**src/rtl/event_bfm_arb_pkg.sv**
```systemverilog
// Shared types and helpers for the event-source arbiter: report record
// layout and the round-robin winner search.
package event_bfm_arb_pkg;

    localparam int MAX_SRC   = 16;
    localparam int MAX_WIDTH = 64;
    localparam int MAX_ID_W  = 4;

    // Report record sized for the largest legal configuration; the top
    // narrows each field to its actual parameters.
    typedef struct packed {
        logic [MAX_ID_W-1:0]  id;
        logic [MAX_WIDTH-1:0] ev;
        logic                 coalesced;
    } report_t;

    typedef struct packed {
        logic                found;
        logic [MAX_ID_W-1:0] idx;
    } pick_t;

    // First set pend bit searching from ptr+1, wrapping modulo n_src.
    // Scanning from the far end lets the nearest candidate overwrite the rest.
    function automatic pick_t rr_pick(input logic [MAX_SRC-1:0]  pend,
                                      input logic [MAX_ID_W-1:0] ptr,
                                      input int                  n_src);
        pick_t               res;
        logic [MAX_ID_W-1:0] cand;
        res.found = 1'b0;
        res.idx   = {MAX_ID_W{1'b0}};
        for (int k = MAX_SRC; k >= 1; k--) begin
            if (k <= n_src) begin
                cand = MAX_ID_W'((int'(ptr) + k) % n_src);
                if (pend[cand]) begin
                    res.found = 1'b1;
                    res.idx   = cand;
                end else begin
                    res.found = res.found;
                end
            end else begin
                res.found = res.found;
            end
        end
        return res;
    endfunction

endpackage

```
**src/rtl/event_bfm_arb_rr.sv**
```systemverilog
// Round-robin picker: combinational winner search over the pending mask
// plus the pointer register that remembers the last granted source.
module event_bfm_arb_rr
    import event_bfm_arb_pkg::*;
#(
    parameter int N_SRC = 4,
    parameter int ID_W  = 2
) (
    input  logic             clk,
    input  logic             rst,
    input  logic [N_SRC-1:0] pend,
    input  logic             grant,
    output logic [ID_W-1:0]  winner,
    output logic             found
);

    logic [ID_W-1:0] ptr_r;
    pick_t           pick_s;

    // Winner search starts just after the last granted source.
    always_comb begin
        pick_s = rr_pick(MAX_SRC'(pend), MAX_ID_W'(ptr_r), N_SRC);
        winner = ID_W'(pick_s.idx);
        found  = pick_s.found;
    end

    // Pointer parks on the last source so source 0 is served first after reset.
    always_ff @(posedge clk) begin
        if (rst) begin
            ptr_r <= ID_W'(N_SRC - 1);
        end else if (grant) begin
            ptr_r <= winner;
        end else begin
            ptr_r <= ptr_r;
        end
    end

endmodule

```
**src/rtl/event_bfm_arb.sv**
```systemverilog
// Event-source arbiter: captures value changes per source, coalesces
// repeats while a report is pending, and presents one report at a time
// round-robin over a valid/ready channel.
module event_bfm_arb
    import event_bfm_arb_pkg::*;
#(
    parameter  int N_SRC = 4,
    parameter  int WIDTH = 32,
    localparam int ID_W  = $clog2(N_SRC)
) (
    input  logic                   clk,
    input  logic                   rst,
    input  logic [N_SRC*WIDTH-1:0] ev,
    output logic                   out_valid,
    input  logic                   out_ready,
    output logic [ID_W-1:0]        out_id,
    output logic [WIDTH-1:0]       out_ev,
    output logic                   out_coalesced,
    output logic [N_SRC-1:0]       pending
);

    logic [WIDTH-1:0] ev_s   [N_SRC];
    logic [WIDTH-1:0] snap_r [N_SRC];
    logic [WIDTH-1:0] last_r [N_SRC];
    logic [N_SRC-1:0] pend_r;
    logic [N_SRC-1:0] coal_r;
    logic [N_SRC-1:0] init_r;
    logic [N_SRC-1:0] capture_s;
    logic [N_SRC-1:0] grant_vec_s;
    logic             load_s;
    logic             found_s;
    logic [ID_W-1:0]  winner_s;
    logic             out_valid_r;
    report_t          out_r;
    report_t          next_s;

    for (genvar g = 0; g < N_SRC; g++) begin : g_src
        assign ev_s[g]      = ev[g*WIDTH +: WIDTH];
        assign capture_s[g] = init_r[g] || (ev_s[g] != last_r[g]);
    end

    event_bfm_arb_rr #(
        .N_SRC (N_SRC),
        .ID_W  (ID_W)
    ) u_rr (
        .clk    (clk),
        .rst    (rst),
        .pend   (pend_r),
        .grant  (load_s),
        .winner (winner_s),
        .found  (found_s)
    );

    // Output slot is free when empty or being drained this edge.
    always_comb begin
        load_s = (!out_valid_r || out_ready) && found_s;
        if (load_s) begin
            grant_vec_s = {{(N_SRC-1){1'b0}}, 1'b1} << winner_s;
        end else begin
            grant_vec_s = {N_SRC{1'b0}};
        end
        next_s.id        = MAX_ID_W'(winner_s);
        next_s.ev        = MAX_WIDTH'(snap_r[winner_s]);
        next_s.coalesced = coal_r[winner_s];
    end

    // Per-source capture; a capture on the winner is a fresh report, so it
    // re-arms pend without marking a coalesce.
    always_ff @(posedge clk) begin
        if (rst) begin
            for (int i = 0; i < N_SRC; i++) begin
                snap_r[i] <= {WIDTH{1'b0}};
                last_r[i] <= {WIDTH{1'b0}};
            end
            pend_r <= {N_SRC{1'b0}};
            coal_r <= {N_SRC{1'b0}};
            init_r <= {N_SRC{1'b1}};
        end else begin
            for (int i = 0; i < N_SRC; i++) begin
                if (capture_s[i]) begin
                    snap_r[i] <= ev_s[i];
                    last_r[i] <= ev_s[i];
                    init_r[i] <= 1'b0;
                    pend_r[i] <= 1'b1;
                end else if (grant_vec_s[i]) begin
                    pend_r[i] <= 1'b0;
                end else begin
                    pend_r[i] <= pend_r[i];
                end
                if (grant_vec_s[i]) begin
                    coal_r[i] <= 1'b0;
                end else if (capture_s[i] && pend_r[i]) begin
                    coal_r[i] <= 1'b1;
                end else begin
                    coal_r[i] <= coal_r[i];
                end
            end
        end
    end

    // Output register: load on grant, drop valid once drained, hold otherwise.
    always_ff @(posedge clk) begin
        if (rst) begin
            out_valid_r <= 1'b0;
            out_r       <= '0;
        end else if (load_s) begin
            out_valid_r <= 1'b1;
            out_r       <= next_s;
        end else if (out_ready) begin
            out_valid_r <= 1'b0;
        end else begin
            out_valid_r <= out_valid_r;
        end
    end

    assign out_valid     = out_valid_r;
    assign out_id        = ID_W'(out_r.id);
    assign out_ev        = WIDTH'(out_r.ev);
    assign out_coalesced = out_r.coalesced;
    assign pending       = pend_r;

endmodule

```
**config.mk**
```make
export PLATFORM = sky130hd
export DESIGN_NAME = event_bfm_arb
export DESIGN_NICKNAME = d
export VERILOG_FILES = /design/src/rtl/event_bfm_arb_pkg.sv /design/src/rtl/event_bfm_arb_rr.sv /design/src/rtl/event_bfm_arb.sv
export SDC_FILE = /design/constraint.sdc
export NUM_CORES = 1
export LEC_CHECK = 0
export CAP_MARGIN = 20
export CORE_ASPECT_RATIO = 1.2
export CORE_MARGIN = 3
export CORE_UTILIZATION = 55
export CTS_CLUSTER_SIZE = 20
export DETAILED_ROUTE_END_ITERATION = 8
export PLACE_DENSITY = 0.84
export SLEW_MARGIN = 10
export SYNTH_ARGS = -nofsm -noshare
export SYNTH_HDL_FRONTEND = slang
export SYNTH_SLANG_ARGS = --single-unit
```
**constraint.sdc**
```tcl
create_clock -name clk -period 5.59 [get_ports clk]
set_input_delay 0.559 -clock clk [delete_from_list [all_inputs] [get_ports clk]]
set_output_delay 0.559 -clock clk [all_outputs]
set_load 0.02 [all_outputs]
```
==> results.cfg <==
[yosys]
yosysWarnings = 0
yosysSeqAreaShare_pct = 55.61
synth_seq_cells = 178
syn_area_sq_mm = 0.008712
netlist_instances = 822
syn_area_per_cell_sq_um = 10.60
syn-num-nets = 953
ys_types = 30

[power_and_ir_drop]
p_per_area_mw_per_mm2 = 287.4
power.total_mw = 3.203
power.static_leakage_nw = 4.604
vdd_drop_max_mv = 0.2075

[clocking]
post_cts_buffers = 0
cts_tree = built
numCtsBuffers = 17
clk_path_buf_depth = 2
worstSkewPairLatency_ps = 440
clk_pin_slew_ps = 60
h-tree-depth = 4
cts_num_sinks = 178
ctsResizeCount = 0
ctsHoldBuffers = 0
root_buffer = clkbuf_16

[routing]
ant_nets = 0
wirelength_microns = 23970
dr_total_vias = 6700
drt_iter0_markers = 664
viasPerCell = 5.611
wl_per_cell_microns = 20.08
firstDrtPassIters = 6
route.detailed.drc = 0

[worst_setup_path]
cpMostUsedCell = nor4_1
critPathRequiredTime_ps = 5750
worstPathArrival_ps = 3170
cp.buffers_inverters = 2
startpoint = ev[74]
cp_max_fo = 19
max_stage_delay_ps = 510
cp_top_family = simple AND/OR/NAND/NOR gates
cp-end-kind = flip-flop
worst-r2r-cell-count = 6
rr_startpoint = snap_r[2][10]
critPathLaunchType = input pin
cp_cell_sequence = clkdlybuf4s50_1 > xor2_1 > nor4_1 > nand4_1 > nor4_1 > or2b_1 > buf_4
rrSetupSlack_ps = 2730
slowest_stage = nor4_1
r2r-end = snap_r[2][7]
critPathKind = in2reg

[flow_run]
cap_viol_max_count = 0

[placement]
post-place-cells = 1161
dpl_cell_area_sq_mm = 0.01056
dp_hpwl_microns = 18390
routabilityCongestion = 0.9067
dpl_worst_slack_ps = 2192
io_buffer_count = 170

[layout]
final_area_sq_mm = 0.01115
area_growth_syn_to_layout_pct = 27.95
nFillCells = 1092
n_antenna_cell = 0
fin_nets = 1108
utilization_pct = 73.02
fin_cells = 1194
drive_gt1_share_pct = 4.747

[floorplanning]
rows = 49
core_area_sq_mm = 0.01527
die_x_microns = 120.9
die_y_microns = 143.9
floorplan.initialDensity_pct = 57.07
die-area_sq_mm = 0.01739
ios = 171

[min_path]
worstHoldPathCells = 2
hold_class = reg2reg
hold-path-endpoint = coal_r[1]
min-delay-start = coal_r[1]

[global_route]
grt_pass1_vias = 6759
grt_usage_pct = 28.08
grt_pass1_wl_microns = 36700
overflow = 0
met2_usage_pct = 47.45
grt_use_met1_pct = 35.86
antenna_found_initial = 0
grt_max_degree = 72
grt_use_met3_pct = 5.039
top_usage_layer = met2

[sta]
skew_ps = 9.168
setup_violations = 0
finalCritPeriodShare_pct = 53.84
hold_viol = 0
tightest_slew_ps = 939.1
rsz0062_at_grt = no
whs_ps = 458.7
finalCriticalPeriod_ps = 3010
max-slew-margin-rel_pct = 37.33
worst_slack_ps = 2580
final_max_slew_viol_count = 0
max_freq_mhz = 332.3
tns_ps = 0

[status]
status = finished, final reports clean
-- how the worst max path moves through the flow --
stage / end / slack (ps) / cells after the start
after CTS: snap_r[2][20] / 2620 / 7
after floorplan: snap_r[0][0] / 3100 / 5
after global routing: snap_r[2][26] / 2460 / 8
final: snap_r[2][7] / 2580 / 7
after global placement: snap_r[2][23] / 2250 / 7
after detailed placement: snap_r[2][16] / 2190 / 7
-- registers in the layout, summed over array words and instances, names as in the netlist --
name,count
init_r,4
snap_r,128
out_id,2
u_rr.ptr_r,2
coal_r,4
out_ev,32
out_valid,1
out_coalesced,1
pending,4
-- cell usage in the layout (no fill, tap or decap), types with 4 or more instances in the layout --
| cell type | Yosys | final |
|---|---|---|
| nor2_1 | 13 | 11 |
| xor2_1 | 119 | 119 |
| edfxtp_1 | 128 | 128 |
| a211o_1 | 34 | 34 |
| and2_1 | 129 | 129 |
| nor4_1 | 30 | 30 |
| nand2b_1 | 7 | 7 |
| a21oi_1 | 77 | 77 |
| dfxtp_1 | 50 | 50 |
| xnor2_1 | 9 | 9 |
| buf_4 | 0 | 11 |
| nand4_1 | 8 | 8 |
| nand2_1 | 146 | 146 |
| nor3_1 | 5 | 5 |
| clkinv_2 | 0 | 4 |
| clkbuf_16 | 0 | 19 |
| clkdlybuf4s50_1 | 0 | 170 |
-- layout make-up --
class | instances | area [sq um] | area share (%)
Tap cell | 204 | 255.2 | 2.290
Multi-Input combinational cell | 598 | 3676 | 32.98
Clock buffer | 24 | 524.3 | 4.703
Sequential cell | 178 | 4845 | 43.46
Timing Repair Buffer | 182 | 1799 | 16.14
Clock inverter | 8 | 47.55 | 0.4265
-- where the power goes --
part,switching (mW),internal [mW],leakage (nW)
Clock,0.488,0.654,0.283
Sequential,0.0663,1.50,1.89
Combinational,0.258,0.240,2.43
-- cell families (layout without fill, tap and decap cells) --
kind of cell           count (synthesis)  count (layout)  share of synthesized area (%)
AND/OR/NAND/NOR                      348             348                          20.38
multiplexers                           1               1                         0.1149
AO/OA/AOI/OAI                        121             121                          8.631
flip-flops                           178             178                          55.61
buffers and inverters                 46             214                          2.398
XOR/XNOR                             128             128                          12.87
-- cells in the mapped netlist --
library cell / instances / area [sq um]
buf_2: 5 / 25.02
o21ai_1: 2 / 10.01
xor2_1: 119 / 1042
or3_1: 1 / 6.260
and2_1: 129 / 807.0
o22a_1: 1 / 8.760
dfxtp_1: 50 / 1001
nand2_1: 146 / 548.0
nand4_1: 8 / 50.05
o21a_1: 2 / 15.01
nor2_1: 13 / 48.80
nand2b_2: 1 / 8.760
mux2i_1: 1 / 10.01
o32a_1: 1 / 10.01
nor3_1: 5 / 25.02
nor2b_1: 3 / 18.77
a21oi_1: 77 / 385.4
clkbuf_1: 37 / 138.9
nor4_1: 30 / 187.7
nand2b_1: 7 / 43.79
or2b_1: 1 / 7.510
o21bai_1: 1 / 7.510
a211o_1: 34 / 297.8
edfxtp_1: 128 / 3844
o21ai_0: 2 / 10.01
nand3_1: 3 / 15.01
buf_6: 4 / 45.04
xnor2_1: 9 / 78.83
a21boi_1: 1 / 7.510
and3b_1: 1 / 8.760
-- routing by layer --
metal	vias to the layer above	share of wire, %
met3	52	7.2
met4	0	3.7
met2	342	50
li1	3137	-
met1	3169	40
met5	-	0
-- tightest hold or removal path, stage by stage, from the launching register on --
cell and delay, ps:
dfxtp_1 330, nand2_1 40, o21ai_0 60
Power figures use the tool's default switching activity.
